[src/rtl/mul16_arbiter_if.sv]
// Requester, response and shared-multiplier signal bundle of mul16_arbiter.
interface mul16_arbiter_if #(
  parameter int unsigned N_REQ = 4
);
  logic [N_REQ-1:0]    REQ_VALID;
  logic [N_REQ-1:0]    REQ_READY;
  logic [16*N_REQ-1:0] REQ_A;
  logic [16*N_REQ-1:0] REQ_B;
  logic [N_REQ-1:0]    REQ_TC;
  logic [15:0]         MUL_A;
  logic [15:0]         MUL_B;
  logic                MUL_TC;
  logic [31:0]         MUL_PRODUCT;
  logic [N_REQ-1:0]    RSP_VALID;
  logic [31:0]         RSP_PRODUCT;

  // Arbiter side
  modport slave (
    input  REQ_VALID, REQ_A, REQ_B, REQ_TC, MUL_PRODUCT,
    output REQ_READY, MUL_A, MUL_B, MUL_TC, RSP_VALID, RSP_PRODUCT
  );

  // Requesters plus attached multiplier
  modport master (
    output REQ_VALID, REQ_A, REQ_B, REQ_TC, MUL_PRODUCT,
    input  REQ_READY, MUL_A, MUL_B, MUL_TC, RSP_VALID, RSP_PRODUCT
  );
endinterface

[src/rtl/mul16_arbiter.sv]
// Round-robin sharing of one pipelined 16x16 multiplier among N_REQ requesters.
// Each issued operation carries its requester index down a tag pipeline that
// matches the multiplier latency, so products are routed back as one-cycle pulses.
module mul16_arbiter #(
  parameter int unsigned N_REQ   = 4,
  parameter int unsigned MUL_LAT = 2
) (
  input  logic           CLK,
  input  logic           RSTN,
  input  logic           EN,
  mul16_arbiter_if.slave bus,
  output logic           BUSY
);
  localparam int unsigned IDX_W = (N_REQ > 1) ? $clog2(N_REQ) : 1;
  localparam int unsigned DEPTH = MUL_LAT + 1;
  localparam int unsigned TAG_W = DEPTH * IDX_W;

  logic [IDX_W-1:0] ptr;
  logic [15:0]      mul_a_q;
  logic [15:0]      mul_b_q;
  logic             mul_tc_q;
  logic [DEPTH-1:0] tag_v;
  logic [TAG_W-1:0] tag_idx;
  logic [N_REQ-1:0] rsp_valid_q;
  logic [31:0]      rsp_product_q;
  logic             busy_q;

  logic             fire_c;
  logic [IDX_W-1:0] gidx_c;
  logic [N_REQ-1:0] grant_c;
  logic [IDX_W-1:0] last_idx;
  logic [15:0]      a_arr [N_REQ];
  logic [15:0]      b_arr [N_REQ];

  // Per-requester operand slices
  for (genvar gi = 0; gi < N_REQ; gi++) begin : g_slice
    assign a_arr[gi] = bus.REQ_A[gi*16 +: 16];
    assign b_arr[gi] = bus.REQ_B[gi*16 +: 16];
  end

  // Circular search from ptr for the first valid requester; gated by EN and reset
  always_comb begin
    int unsigned idx;
    fire_c = 1'b0;
    gidx_c = '0;
    idx    = 0;
    if (RSTN && EN) begin
      for (int unsigned k = 0; k < N_REQ; k++) begin
        idx = (32'(ptr) + k) % N_REQ;
        if (!fire_c && bus.REQ_VALID[IDX_W'(idx)]) begin
          fire_c = 1'b1;
          gidx_c = IDX_W'(idx);
        end
      end
    end
    grant_c = N_REQ'(fire_c) << gidx_c;
  end

  assign last_idx = tag_idx[TAG_W-1 -: IDX_W];

  // Pointer, issue registers, tag pipeline and response register
  always_ff @(posedge CLK) begin
    if (!RSTN) begin
      ptr           <= '0;
      mul_a_q       <= '0;
      mul_b_q       <= '0;
      mul_tc_q      <= 1'b0;
      tag_v         <= '0;
      tag_idx       <= '0;
      rsp_valid_q   <= '0;
      rsp_product_q <= '0;
      busy_q        <= 1'b0;
    end else begin
      if (fire_c) begin
        ptr      <= (gidx_c == IDX_W'(N_REQ - 1)) ? '0 : gidx_c + IDX_W'(1);
        mul_a_q  <= a_arr[gidx_c];
        mul_b_q  <= b_arr[gidx_c];
        mul_tc_q <= bus.REQ_TC[gidx_c];
      end
      // Stage 0 takes the new tag; every stage shifts each cycle, no stall
      tag_v       <= DEPTH'({tag_v, fire_c});
      tag_idx     <= TAG_W'({tag_idx, gidx_c});
      rsp_valid_q <= tag_v[DEPTH-1] ? (N_REQ'(1) << last_idx) : '0;
      if (tag_v[DEPTH-1]) begin
        rsp_product_q <= bus.MUL_PRODUCT;
      end
      // Next-state OR of all tag valids and the response valid
      busy_q <= fire_c | (|tag_v);
    end
  end

  assign bus.REQ_READY   = grant_c;
  assign bus.MUL_A       = mul_a_q;
  assign bus.MUL_B       = mul_b_q;
  assign bus.MUL_TC      = mul_tc_q;
  assign bus.RSP_VALID   = rsp_valid_q;
  assign bus.RSP_PRODUCT = rsp_product_q;
  assign BUSY            = busy_q;
endmodule

[src/flat_wrapper.sv]
// flat-port wrapper written by rule: the top's interface ports become plain ports
module mul16_arbiter_flat 
#(
  parameter int unsigned N_REQ   = 4,
  parameter int unsigned MUL_LAT = 2
)
  (CLK, RSTN, EN, BUSY, bus_REQ_VALID, bus_REQ_A, bus_REQ_B, bus_REQ_TC, bus_MUL_PRODUCT, bus_REQ_READY, bus_MUL_A, bus_MUL_B, bus_MUL_TC, bus_RSP_VALID, bus_RSP_PRODUCT);
  mul16_arbiter_if #(.N_REQ(N_REQ)) bus_i ();
  input  logic CLK;
  input  logic RSTN;
  input  logic EN;
  output logic BUSY;
  input wire logic [$bits(bus_i.REQ_VALID)-1:0] bus_REQ_VALID;
  input wire logic [$bits(bus_i.REQ_A)-1:0] bus_REQ_A;
  input wire logic [$bits(bus_i.REQ_B)-1:0] bus_REQ_B;
  input wire logic [$bits(bus_i.REQ_TC)-1:0] bus_REQ_TC;
  input wire logic [$bits(bus_i.MUL_PRODUCT)-1:0] bus_MUL_PRODUCT;
  output wire logic [$bits(bus_i.REQ_READY)-1:0] bus_REQ_READY;
  output wire logic [$bits(bus_i.MUL_A)-1:0] bus_MUL_A;
  output wire logic [$bits(bus_i.MUL_B)-1:0] bus_MUL_B;
  output wire logic [$bits(bus_i.MUL_TC)-1:0] bus_MUL_TC;
  output wire logic [$bits(bus_i.RSP_VALID)-1:0] bus_RSP_VALID;
  output wire logic [$bits(bus_i.RSP_PRODUCT)-1:0] bus_RSP_PRODUCT;
  assign bus_i.REQ_VALID = bus_REQ_VALID;
  assign bus_i.REQ_A = bus_REQ_A;
  assign bus_i.REQ_B = bus_REQ_B;
  assign bus_i.REQ_TC = bus_REQ_TC;
  assign bus_i.MUL_PRODUCT = bus_MUL_PRODUCT;
  assign bus_REQ_READY = bus_i.REQ_READY;
  assign bus_MUL_A = bus_i.MUL_A;
  assign bus_MUL_B = bus_i.MUL_B;
  assign bus_MUL_TC = bus_i.MUL_TC;
  assign bus_RSP_VALID = bus_i.RSP_VALID;
  assign bus_RSP_PRODUCT = bus_i.RSP_PRODUCT;
  mul16_arbiter #(.N_REQ(N_REQ), .MUL_LAT(MUL_LAT)) u_core (.CLK(CLK), .RSTN(RSTN), .EN(EN), .bus(bus_i), .BUSY(BUSY));
endmodule
[config.mk]
export PLATFORM = sky130hd
export DESIGN_NAME = mul16_arbiter_flat
export DESIGN_NICKNAME = d
export VERILOG_FILES = /design/src/rtl/mul16_arbiter_if.sv /design/src/rtl/mul16_arbiter.sv /design/src/flat_wrapper.sv
export SDC_FILE = /design/constraint.sdc
export NUM_CORES = 1
export LEC_CHECK = 0
export ABC_AREA = 0
export CORE_MARGIN = 10
export CORE_UTILIZATION = 35
export CTS_BUF_LIST = sky130_fd_sc_hd__clkbuf_8
export DETAILED_ROUTE_END_ITERATION = 12
export DONT_BUFFER_PORTS = 1
export PLACE_DENSITY = 0.59
export SLEW_MARGIN = 5
export SYNTH_ARGS = -nofsm -noshare
export SYNTH_HDL_FRONTEND = slang
export SYNTH_SLANG_ARGS = --single-unit
export TNS_END_PERCENT = 30
[constraint.sdc]
create_clock -name CLK -period 2.2 [get_ports CLK]
set_input_delay 0.44 -clock CLK [delete_from_list [all_inputs] [get_ports CLK]]
set_output_delay 0.44 -clock CLK [all_outputs]
set_load 0.01 [all_outputs]
; ---- Word-level counts from Yosys, hierarchy flattened
; Index checks and enable logic that the tools add are counted.
[word_totals]
reg_bits = 81
input_bits = 171
output_inout_bits = 74
elab_cells = 63
[op_classes]
add_sub_neg = 4
order_cmp = 6
n_eq_ne = 1
shift = 2
mux = 30
bitwise = 2
reduce_logical = 9
[op_table]
columns = operator, n
row1 = binary-select mux 16 bit (select 2 bit), 2
row2 = 2-to-1 mux 16 bit, 4
row3 = < comparator 2 x 3 -> 1 bit (second input constant), 5
row4 = 2-to-1 mux 1 bit, 13
row5 = 2-to-1 mux 2 bit, 6
row6 = binary-select mux 1 bit (select 2 bit), 5
row7 = adder 2 x 1 -> 2 bit (second input constant), 2
row8 = adder 2 bit (second input constant), 2
row9 = logical AND 1 bit, 4
row10 = << shifter 1 x 2 -> 4 bit, 1
row11 = << shifter 1 x 2 -> 4 bit (first input constant), 1
row12 = greater-or-equal comparator 3 bit (second input constant), 1
row13 = zero test 1 bit, 3
row14 = inverter 2 -> 3 bit, 1
row15 = OR reduction 3 bit, 1
row16 = equality test 2 bit (second input constant), 1
row17 = AND reduction 2 bit, 1
row18 = OR 1 bit, 1

; ---- Logic depth before layout (Yosys ltp)
; Gate-level depths: netlist (run 1).
[depth]
ltp_word = 20
depth_mapped = 7
ltp_nobuf = 5

; ---- Least setup slack after synthesis (run 1)
; No wires, ideal clock.
[synth_timing]
kind = input to output
start = in bus_REQ_VALID[0]
end = out bus_REQ_READY[1]
arrival_time_ns = 1.786
t_required_ns = 1.760
setup_slack_ns = -0.026
cell_stages = 6
n_path_buf = 2
cell_sequence = nor2b_1 > or4_1 > buf_2 > a21oi_4 > buf_6 > and2_1
[synth_via]
elab_chain_cells = 17
elab_cells_between_ends = 28
cone_classes = shift (1) / mux (21) / reduce/logical (6)
[synth_lines]
columns = element, line
row1 = start: declaration, flat_wrapper.sv:13  ; input wire logic [$bits(bus_i.REQ_VALID)-1:0] bus_REQ_VALID;
row2 = binary-select mux 1 bit (select 2 bit), mul16_arbiter.sv:50  ; if (!fire_c && bus.REQ_VALID[IDX_W'(idx)]) begin
row3 = 2-to-1 mux 1 bit (not written as such), mul16_arbiter.sv:50
row4 = 2-to-1 mux 1 bit, mul16_arbiter.sv:50
row5 = 2-to-1 mux 1 bit, mul16_arbiter.sv:47  ; if (RSTN && EN) begin
row6 = zero test 1 bit, mul16_arbiter.sv:50
row7 = logical AND 1 bit, mul16_arbiter.sv:50
row8 = 2-to-1 mux 1 bit, mul16_arbiter.sv:50
row9 = 2-to-1 mux 1 bit, mul16_arbiter.sv:47
row10 = zero test 1 bit, mul16_arbiter.sv:50
row11 = logical AND 1 bit, mul16_arbiter.sv:50
row12 = 2-to-1 mux 1 bit, mul16_arbiter.sv:50
row13 = 2-to-1 mux 1 bit, mul16_arbiter.sv:47
row14 = zero test 1 bit, mul16_arbiter.sv:50
row15 = logical AND 1 bit, mul16_arbiter.sv:50
row16 = 2-to-1 mux 1 bit / 2-to-1 mux 2 bit (equally long branches), mul16_arbiter.sv:50
row17 = 2-to-1 mux 1 bit / 2-to-1 mux 2 bit (equally long branches), mul16_arbiter.sv:47
row18 = << shifter 1 x 2 -> 4 bit (*), mul16_arbiter.sv:56  ; grant_c = N_REQ'(fire_c) << gidx_c;
row19 = end: declaration, flat_wrapper.sv:18  ; output wire logic [$bits(bus_i.REQ_READY)-1:0] bus_REQ_READY;
; Every way passes the cells marked *; elsewhere a longest branch is shown, timed or not. The select of a mux whose other input is x is not followed.

; ---- Worst setup path after layout (run 1)
[layout_timing]
start = reg u_core.ptr[0]
end = out bus_REQ_READY[3]
[layout_via]
elab_chain_cells = 17
elab_cells_between_ends = 31
cone_classes = add/sub (3) / shift (1) / mux (21) / reduce/logical (6)
[layout_lines]
columns = element, line
row1 = start: declaration, mul16_arbiter.sv:18  ; logic [IDX_W-1:0] ptr;
row2 = start signal: assignment, mul16_arbiter.sv:75  ; ptr <= (gidx_c == IDX_W'(N_REQ - 1)) ? '0 : gidx_c + IDX_W'(1);
row3 = binary-select mux 1 bit (select 2 bit), mul16_arbiter.sv:50
row4 = 2-to-1 mux 1 bit (not written as such), mul16_arbiter.sv:50
row5 = 2-to-1 mux 1 bit, mul16_arbiter.sv:50
row6 = 2-to-1 mux 1 bit, mul16_arbiter.sv:47
row7 = zero test 1 bit, mul16_arbiter.sv:50
row8 = logical AND 1 bit, mul16_arbiter.sv:50
row9 = 2-to-1 mux 1 bit, mul16_arbiter.sv:50
row10 = 2-to-1 mux 1 bit, mul16_arbiter.sv:47
row11 = zero test 1 bit, mul16_arbiter.sv:50
row12 = logical AND 1 bit, mul16_arbiter.sv:50
row13 = 2-to-1 mux 1 bit, mul16_arbiter.sv:50
row14 = 2-to-1 mux 1 bit, mul16_arbiter.sv:47
row15 = zero test 1 bit, mul16_arbiter.sv:50
row16 = logical AND 1 bit, mul16_arbiter.sv:50
row17 = 2-to-1 mux 1 bit / 2-to-1 mux 2 bit (equally long branches), mul16_arbiter.sv:50
row18 = 2-to-1 mux 1 bit / 2-to-1 mux 2 bit (equally long branches), mul16_arbiter.sv:47
row19 = << shifter 1 x 2 -> 4 bit (*), mul16_arbiter.sv:56
; Marks and branches as above.

==> run_results.csv, run 1 <==
group,metric,value,unit
logic_synthesis,yosys.area.top_type,"dfxtp_1",
logic_synthesis,synth_seq_cells,81,
routing,drtIter0Drc,298,
final_layout,final_nets,575,
run_status,status,"finished clean",
clock_network,root_buffer,"clkbuf_8",
floorplan,ios,245,
routing,routedWlPerCell,23.6,µm
global_routing,grtUsageMet3,9.41,%
final_layout,fin_cells,545,
global_routing,grt_first_pass_wirelength,19200,µm
global_routing,grt_usage,16.3,%
logic_synthesis,syn_inst,406,
clock_network,cts_tree,"yes",
floorplan,die_x,123,µm
placement,place_inst,525,
placement,dp_hpwl,9880,µm
routing,dr.pass1.iters,8,
sta,setup_violations,0,
final_layout,final_cell_mix,"78 x dfxtp_1, 55 x a21oi_1, 34 x nor2b_1, 32 x mux2i_1, 29 x nand3_1",
logic_synthesis,synth_cell_type_count,39,
final_layout,final_common_cell,"dfxtp_1",
critical_path,arrival,1.71,ns
routing,ant_nets,0,
sta,rsz0062_at_grt,"yes",
flow_run,max_cap_viol_count,0,
clock_network,cts_buffers,9,
final_layout,fin_util,41.0,%
clock_network,htreeDepth,3,
final_layout,ff_latch_area,0.00163,mm²
critical_path,cp-start-kind,"flip-flop",
clock_network,clock-sinks,81,
floorplan,row_count,37,
pwr,p_comb_share,14.4,%
sta,tightest_slew,0.825,ns
pwr,p_clk_share,38.1,%
critical_path,path_cells,"nor2b_2 > or4_4 > a21oi_4 > and2_4",
final_layout,multi_input_area,0.00197,mm²
sta,report.final.slew_viol_count,0,
pwr,power,3540,µW
sta,fin_hold_ws,0.223,ns
critical_path,cp_slowest_cell,"or4_4",
critical_path,critPathKind,"reg -> out",
routing,totalWireLength,12800,µm
final_layout,nFillCells,1031,
logic_synthesis,syn_area,0.00370,mm²
logic_synthesis,yosysSeqAreaShare,43.8,%
logic_synthesis,yosys-top-cells-area,"dfxtp_1 44%, mux2i_1 8.7%, a21oi_1 7.4%",
floorplan,die_area,0.0151,mm²
global_routing,grt_overflow,0,
critical_path,worst-path-max-fanout,5,
logic_synthesis,synth_area_per_cell,9.11,µm²
global_routing,antenna_found_initial,0,
worst_hold_path,hp-class,"in -> reg",
final_layout,syn2layout_area_growth,14.4,%
critical_path,worstPathRequired,1.76,ns
logic_synthesis,ys_async_sr_fraction,0,%
sta,min_period_over_period,97.5,%
routing,vias,3311,
global_routing,met2_usage,24.9,%
clock_network,worst_skew_pair.late_latency,0.35,ns
final_layout,n_antenna_cell,0,
logic_synthesis,yosysTopAreaCellShare,43.8,%
final_layout,layout-drive-gt1-share,15.4,%
clock_network,path_clk_slew,0.09,ns
pwr,p_leak,0.00142,µW
sta,finClkSkew,0.0108,ns
routing,drc_errors,0,
pwr,peakVddDrop,0.375,mV
floorplan,initial_core_util,35.8,%
clock_network,clk_path_buf_depth,2,
placement,port_buffers,0,
sta,post-route-min-period,2.15,ns
pwr,p_sw_share,27.1,%
global_routing,use_met1,18.0,%
critical_path,critPathCaptureType,"primary output",
logic_synthesis,yosys_most_used_dff,"dfxtp_1",
logic_synthesis,syn_nets,577,
pwr,p_per_area,837,mW/mm²
logic_synthesis,ys_warn_count,0,
logic_synthesis,synth_edf_count,0,
sta,setup-tns-final,0,ns
floorplan,core-area,0.0103,mm²
pwr,p_seq_share,47.5,%
routing,via_per_inst,6.08,
sta,fmax,0.466,GHz
pwr,power_switching,959,µW
pwr,power.internal,2580,µW
global_routing,grt_max_degree,79,
sta,slew_headroom,44.9,%
global_routing,grt-busiest-layer,"met2",
placement,gp_congestion,0.909,
floorplan,fp.dieH,123,µm
critical_path,crit_path_max_incr_delay,0.53,ns
sta,timing_hold_violations_final,0,
global_routing,grt_pass1_vias,3340,
==> logic make-up (layout without fill, tap and decap cells) <==
group | Yosys count | in the layout | share of synthesized area, %
AND/OR/NAND/NOR | 112 | 112 | 17.1
multiplexers | 32 | 32 | 8.66
buffers and inverters | 38 | 41 | 4.63
AO/OA/AOI/OAI | 143 | 143 | 25.7
flip-flops | 81 | 81 | 43.8
==> state kept, by name, indices dropped and copies added (netlist names), 2 cells and up <==
| signal | flops |
|---|---|
| u_core.bus.RSP_PRODUCT | 32 |
| u_core.bus.RSP_VALID | 4 |
| u_core.bus.MUL_B | 16 |
| u_core.ptr | 2 |
| u_core.bus.MUL_A | 16 |
| u_core.tag_idx | 6 |
| u_core.tag_v | 3 |
==> Yosys cell counts, drive strengths merged, types with 2 or more instances <==
cell    number
clkbuf      27
a31oi       26
nor2b       37
a222oi      20
a21bo        5
dfxtp       81
nand3       30
nor3         2
a21oi       56
and3         8
nand2       16
nor3b        2
inv          2
o21ai       18
a211oi       2
or4          2
mux2i       32
nor2         3
a221oi       8
buf          9
and2        10
==> final timing paths <==
check,startpoint,endpoint,slack (ns),depth (start not counted)
max reg2reg,u_core.ptr[0],u_core.bus.MUL_B[8],0.28,7
min,RSTN,u_core.ptr[1],0.22,2
min reg2reg,u_core.tag_idx[0],u_core.tag_idx[2],0.44,1
max,u_core.ptr[0],bus_REQ_READY[3],0.05,4
==> final cells by class <==
cell class / count / share of cell area [%]
Tap cell: 136 / 4.02
Clock inverter: 6 / 2.72
Timing Repair Buffer: 23 / 4.67
Sequential cell: 81 / 38.5
Multi-Input combinational cell: 287 / 46.6
Inverter: 2 / 0.236
Clock buffer: 10 / 3.25
==> metal layers <==
layer	part of all wire (%)	vias to the layer above
met1	36	1514
met3	15	22
li1	-	1531
met4	1.9	0
met2	47	244
met5	0	-
==> power by group through the flow <==
| stage | combinational (µW) | sequential (µW) | clock [µW] |
|---|---|---|---|
| after floorplan | 377 | 1680 | 0 |
| after global placement | 469 | 1720 | 0 |
| after detailed placement | 478 | 1720 | 0 |
| after CTS | 491 | 1690 | 1400 |
| after global routing | 567 | 1700 | 1470 |
| final | 510 | 1680 | 1350 |
==> metrics by stage <==
stage / cell area (µm²) / setup slack, ns
final: 4230 / 0.0549
after global routing: 4230 / -0.0294
after CTS: 4190 / -0.00113
after detailed placement: 3890 / 0.0617
after global placement: 3890 / 0.110
after floorplan: 3710 / 0.0259
==> critical path, delay by kind of cell, from the launching register on <==
kind / cells / cell delay (ns)
simple gates: 3 / 0.77
compound gates: 1 / 0.19
flops: 1 / 0.38
==> repair_timing <==
action                                  4_1_cts  5_1_grt
pin swaps                                     3        5
gates resized for setup                       9        9
hold buffers                                  0        0
setup buffers                                 2        2
endpoints found under the setup margin        4        5
hold endpoints to repair                      0        0
Power figures use the tool's default switching activity.
==> run 2: changes to the inputs <==
--- a/config.mk
+++ b/config.mk
@@ -7,11 +7,11 @@
 export LEC_CHECK = 0
 export ABC_AREA = 0
 export CORE_MARGIN = 10
-export CORE_UTILIZATION = 35
+export CORE_UTILIZATION = 40
 export CTS_BUF_LIST = sky130_fd_sc_hd__clkbuf_8
 export DETAILED_ROUTE_END_ITERATION = 12
 export DONT_BUFFER_PORTS = 1
-export PLACE_DENSITY = 0.59
+export PLACE_DENSITY = 0.64
 export SLEW_MARGIN = 5
 export SYNTH_ARGS = -nofsm -noshare
 export SYNTH_HDL_FRONTEND = slang
==> constraint.sdc (replaced) <==
create_clock -name CLK -period 1.8 [get_ports CLK]
set_input_delay 0.36 -clock CLK [delete_from_list [all_inputs] [get_ports CLK]]
set_output_delay 0.36 -clock CLK [all_outputs]
set_load 0.01 [all_outputs]
==> run 2 against run 1 <==
Against the previous run: the run now ends with negative setup slack left; first-iteration DRC count grew 41%; clock skew shrank 0.0015 ns; clock power grew 18%; worst setup slack lost 0.30 ns; critical endpoint unchanged; die area shrank 11%.
==> run_results.csv, run 2 (same netlist as run 1, synthesis figures left out) <==
group,metric,value,unit
final_layout,post-route-cell-area,0.00447,mm²
final_layout,multi_input_area,0.00202,mm²
routing,ant_nets,0,
flow_run,max_cap_viol_count,0,
clock_network,clk_path_buf_depth,2,
final_layout,largest_register_ffs,32,
floorplan,ios,245,
global_routing,grt_overflow,0,
critical_path,r2r_start,"u_core.ptr[1]",
floorplan,row_count,35,
global_routing,grt_usage,18.1,%
critical_path,crit_family,"simple AND/OR/NAND/NOR gates",
final_layout,final_common_cell,"dfxtp_1",
global_routing,antenna_found_initial,0,
sta,timing_hold_violations_final,0,
sta,setup_violations,29,
final_layout,n_antenna_cell,0,
pwr,power,4360,µW
worst_hold_path,holdCritStartpoint,"bus_REQ_A[25]",
clock_network,path_clk_slew,0.08,ns
critical_path,critPathCaptureType,"primary output",
critical_path,critPathKind,"reg -> out",
routing,totalWireLength,13000,µm
sta,fmax,0.489,GHz
critical_path,cp_slowest_cell,"or4_4",
clock_network,cts_hold_buffers,0,
floorplan,core-area,0.00911,mm²
pwr,peakVddDrop,0.396,mV
final_layout,layout-drive-gt1-share,19.5,%
critical_path,crit_buf_inv,0,
routing,drc_errors,0,
final_layout,final_nets,596,
critical_path,worst-path-max-fanout,5,
clock_network,cts_tree,"yes",
final_layout,fin_util,49.0,%
sta,post-route-min-period,2.04,ns
critical_path,worstPathRequired,1.44,ns
pwr,p_per_area,976,mW/mm²
floorplan,initial_core_util,40.6,%
sta,finClkSkew,0.00931,ns
critical_path,arrival,1.68,ns
clock_network,worst_skew_pair.late_latency,0.34,ns
run_status,violations,"negative setup slack",
sta,slew_headroom,52.2,%
final_layout,nFillCells,860,
placement,port_buffers,0,
critical_path,path_cells,"or4_4 > a21oi_4 > and2_4",
floorplan,fp.dieH,116,µm
sta,setup_ws,-0.244,ns
placement,placed_area,0.00401,mm²
routing,routedWlPerCell,24.1,µm
clock_network,htreeDepth,3,
pwr,p_leak,0.00158,µW
final_layout,final_cell_mix,"78 x dfxtp_1, 55 x a21oi_1, 33 x buf_4, 32 x mux2i_1, 32 x nor2b_1",
critical_path,crit_path_max_incr_delay,0.56,ns
clock_network,root_buffer,"clkbuf_8",
placement,gp_congestion,0.898,
floorplan,die_x,116,µm
sta,min_period_over_period,114,%
sta,tightest_slew,0.716,ns
sta,rsz0062_at_grt,"yes",
worst_hold_path,hp-class,"in -> reg",
critical_path,crit_start,"u_core.ptr[1]",
clock_network,clock-sinks,81,
routing,via_per_inst,6.28,
critical_path,cp-start-kind,"flip-flop",
global_routing,grt_pass1_vias,3434,
sta,report.final.slew_viol_count,0,
global_routing,grt_first_pass_wirelength,19000,µm
final_layout,ff_latch_area,0.00163,mm²
sta,setup-tns-final,-4.93,ns
routing,dr.pass1.iters,6,
global_routing,grt_max_degree,79,
clock_network,cts_buffers,9,
routing,vias,3400,
floorplan,die_area,0.0135,mm²
routing,drtIter0Drc,420,
run_status,status,"finished with violations",
placement,dp_hpwl,9610,µm
final_layout,syn2layout_area_growth,20.7,%
-- run 2: area by class of cell --
cell class                 instances  area share [%]
clock buffer                       9            2.77
timing repair buffer              43            9.52
tap                              111            3.11
inverter                           2           0.168
clock inverter                     7            2.66
sequential                        81            36.5
multi-input combinational        288            45.3
-- run 2: repair_timing --
item | in CTS | in global routing
cloned | 2 | 0
setup endpoints to repair | 29 | 30
buffers inserted | 12 | 1
gates resized for setup | 12 | 9
pin swaps | 17 | 14
-- run 2: worst register-to-register path, delay by kind of cell, from the launching register on --
family / cells / cell delay [ns]
AND/OR/NAND/NOR: 2 / 0.64
buffers and inverters: 4 / 0.58
flip-flops: 1 / 0.37
AO/OA/AOI/OAI: 2 / 0.37
-- run 2: per-stage QoR --
step	setup WS, ns	hold WS [ns]	cells
after floorplan	-0.196	0.412	406
after global placement	-0.0578	0.416	510
after detailed placement	-0.110	0.418	510
after CTS	-0.266	0.132	540
after global routing	-0.302	0.123	541
final	-0.244	0.161	541
-- run 2: where the power goes --
group	internal (µW)	leakage, µW	switching, µW	total, µW
Combinational	341	0.000791	370	710
Clock	924	0.000121	667	1590
Sequential	1910	0.000667	148	2060
Total	3170	0.00158	1180	4360
-- run 2: metal layers --
metal | vias to the layer above | track usage, % | wire, µm
li1 | 1574 | - | -
met1 | 1574 | 19.3 | 4720
met2 | 234 | 30.3 | 6360
met3 | 18 | 9.19 | 1760
met4 | 0 | 6.17 | 188
met5 | - | 0 | 0
-- run 2: final timing paths --
path / to / slack (ns) / cells after the start
max: bus_REQ_READY[3] / -0.24 / 3
min: u_core.bus.MUL_A[9] / 0.16 / 2
max reg2reg: u_core.bus.MUL_B[7] / -0.22 / 8
min reg2reg: u_core.tag_idx[4] / 0.44 / 1
==> run 3: changes to the inputs <==
--- a/config.mk
+++ b/config.mk
@@ -6,12 +6,13 @@
 export NUM_CORES = 1
 export LEC_CHECK = 0
 export ABC_AREA = 0
+export BUFFER_PORTS_ARGS = -buffer_cell sky130_fd_sc_hd__buf_2
 export CORE_MARGIN = 10
-export CORE_UTILIZATION = 40
+export CORE_UTILIZATION = 39
 export CTS_BUF_LIST = sky130_fd_sc_hd__clkbuf_8
 export DETAILED_ROUTE_END_ITERATION = 12
-export DONT_BUFFER_PORTS = 1
-export PLACE_DENSITY = 0.64
+export PLACE_DENSITY = 0.86
+export SETUP_SLACK_MARGIN = 0.5
 export SLEW_MARGIN = 5
 export SYNTH_ARGS = -nofsm -noshare
 export SYNTH_HDL_FRONTEND = slang
==> run 3 against run 2 <==
Against the previous run: the run still ends with negative setup slack left; wire length up 15%; critical path depth increased by 2; clock power down 17%; sequential share of layout area fell by 8.7 points; core utilization grew 15 points; largest power group unchanged.
==> run_results.csv, run 3 (same netlist as run 1, synthesis figures left out) <==
group,metric,value,unit
pwr,p_leak,0.00269,µW
pwr,p_clk_share,29.5,%
sta,min_period_over_period,117,%
routing,totalWireLength,15000,µm
worst_hold_path,holdCritStartpoint,"bus_REQ_A[25]",
critical_path,worstPathRequired,1.44,ns
final_layout,final_nets,847,
pwr,p_per_area,760,mW/mm²
critical_path,r2r_start,"u_core.ptr[0]",
pwr,power_switching,1340,µW
critical_path,crit_buf_inv,1,
pwr,power,4470,µW
sta,fmax,0.473,GHz
critical_path,cp-start-kind,"flip-flop",
worst_hold_path,hp-class,"in -> reg",
global_routing,grt_overflow,0,
sta,slew_headroom,67.8,%
critical_path,rr_endpoint,"u_core.bus.MUL_B[7]",
critical_path,worst-path-max-fanout,3,
final_layout,largest_register_ffs,32,
sta,setup_ws,-0.313,ns
critical_path,critPathKind,"reg -> out",
pwr,p_seq_share,44.1,%
final_layout,nFillCells,794,
floorplan,core-area,0.00924,mm²
clock_network,cts_tree,"yes",
sta,rsz0062_at_grt,"yes",
placement,pre_cts_slack,-0.287,ns
placement,dp_hpwl,11500,µm
final_layout,final_cell_mix,"240 x buf_2, 78 x dfxtp_1, 55 x a21oi_1, 34 x buf_4",
final_layout,final_common_cell,"buf_2",
worst_hold_path,min_to,"u_core.bus.MUL_A[9]",
final_layout,n_antenna_cell,0,
clock_network,clock-sinks,81,
critical_path,arrival,1.75,ns
floorplan,ios,245,
floorplan,initial_core_util,40.0,%
clock_network,worst_skew_pair.late_latency,0.34,ns
floorplan,fp.dieH,117,µm
critical_path,cp_slowest_cell,"or4_4",
routing,vias,4343,
pwr,p_comb_share,26.4,%
routing,drtIter0Drc,355,
placement,gp_congestion,0.916,
final_layout,layout-drive-gt1-share,52.0,%
sta,fin_hold_ws,0.259,ns
global_routing,grt_max_degree,76,
critical_path,rrSetupSlack,-0.20,ns
routing,ant_nets,0,
routing,dr.pass1.iters,8,
final_layout,fin_util,63.6,%
clock_network,root_buffer,"clkbuf_8",
sta,timing_hold_violations_final,0,
routing,routedWlPerCell,18.5,µm
critical_path,critPathCaptureType,"primary output",
final_layout,ff_latch_area,0.00163,mm²
critical_path,rr_worst_depth,10,
floorplan,row_count,35,
pwr,power.internal,3130,µW
run_status,status,"finished with violations",
critical_path,crit_family,"simple AND/OR/NAND/NOR gates",
routing,via_per_inst,5.36,
sta,report.final.slew_viol_count,0,
sta,finClkSkew,0.0101,ns
flow_run,max_cap_viol_count,0,
final_layout,multi_input_area,0.00212,mm²
global_routing,grt_pass1_vias,4554,
clock_network,clk_path_buf_depth,2,
worst_hold_path,holdPathStages,3,
global_routing,antenna_found_initial,1,
placement,port_buffers,244,
critical_path,path_cells,"nor2b_4 > or4_4 > a21oi_4 > and2_4 > buf_6",
sta,setup_violations,29,
pwr,peakVddDrop,0.329,mV
global_routing,grt_usage,19.9,%
critical_path,crit_path_max_incr_delay,0.50,ns
pwr,p_sw_share,30.0,%
sta,post-route-min-period,2.11,ns
floorplan,die_area,0.0138,mm²
clock_network,htreeDepth,3,
global_routing,grt_first_pass_wirelength,22900,µm
final_layout,syn2layout_area_growth,58.8,%
run_status,violations,"negative setup slack",
floorplan,die_x,117,µm
routing,drc_errors,0,
clock_network,cts_buffers,9,
clock_network,path_clk_slew,0.09,ns
sta,tightest_slew,0.482,ns
run 3: area by class of cell:
type | count | share of cell area, %
clock buffer | 9 | 2.11
clock inverter | 7 | 1.21
inverter | 2 | 0.128
multi-input combinational | 287 | 36.1
sequential | 81 | 27.8
tap | 129 | 2.75
timing repair buffer | 295 | 30.0
run 3: worst reg2reg max path: cells and delay by family, from the launching register on:
| kind | cells | cell delay (ns) |
|---|---|---|
| buffers and inverters | 5 | 0.58 |
| DFF | 1 | 0.38 |
| and+or+nand+nor | 3 | 0.63 |
| AOI/OAI and AO/OA | 2 | 0.34 |
run 3: worst max path at each step:
stage	start	to	slack (ns)	depth (start not counted)
6_report	u_core.ptr[0]	bus_REQ_READY[1]	-0.31	5
5_1_grt	u_core.ptr[0]	bus_REQ_READY[1]	-0.36	5
4_1_cts	u_core.ptr[0]	bus_REQ_READY[1]	-0.35	5
3_5_place_dp	bus_REQ_VALID[2]	u_core.bus.MUL_B[7]	-0.29	8
3_3_place_gp	bus_REQ_VALID[2]	bus_REQ_READY[1]	-0.26	6
2_1_floorplan	bus_REQ_VALID[2]	bus_REQ_READY[1]	-0.20	6
run 3: layer usage:
layer | up-vias | global-route usage (%) | routed length (µm)
met1 | 1945 | 22.4 | 5970
met5 | - | 0 | 13
met4 | 2 | 7.12 | 294
met2 | 283 | 33.7 | 7210
li1 | 2083 | - | -
met3 | 30 | 7.05 | 1510
run 3: metrics by stage:
stage          setup TNS (ns)  cell area [µm²]  cells
6_report                -3.98             5870    810
5_1_grt                 -6.12             5870    810
4_1_cts                 -2.19             5810    808
3_5_place_dp            -6.59             5450    786
3_3_place_gp            -5.12             5450    786
2_1_floorplan          -0.279             3840    406
run 3: what timing repair did:
item,CTS,global route
pin swaps,12,24
hold buffers,0,0
buffers inserted,5,2
gates cloned,1,0
resized for setup,21,16
setup endpoints to repair,42,45
run 3: power groups by stage:
stage | clock (µW) | combinational, µW | sequential (µW)
3_3_place_gp | 0 | 1060 | 2010
5_1_grt | 1430 | 1280 | 1980
3_5_place_dp | 0 | 1090 | 2010
6_report | 1320 | 1180 | 1970
2_1_floorplan | 0 | 496 | 2060
4_1_cts | 1360 | 1150 | 1970
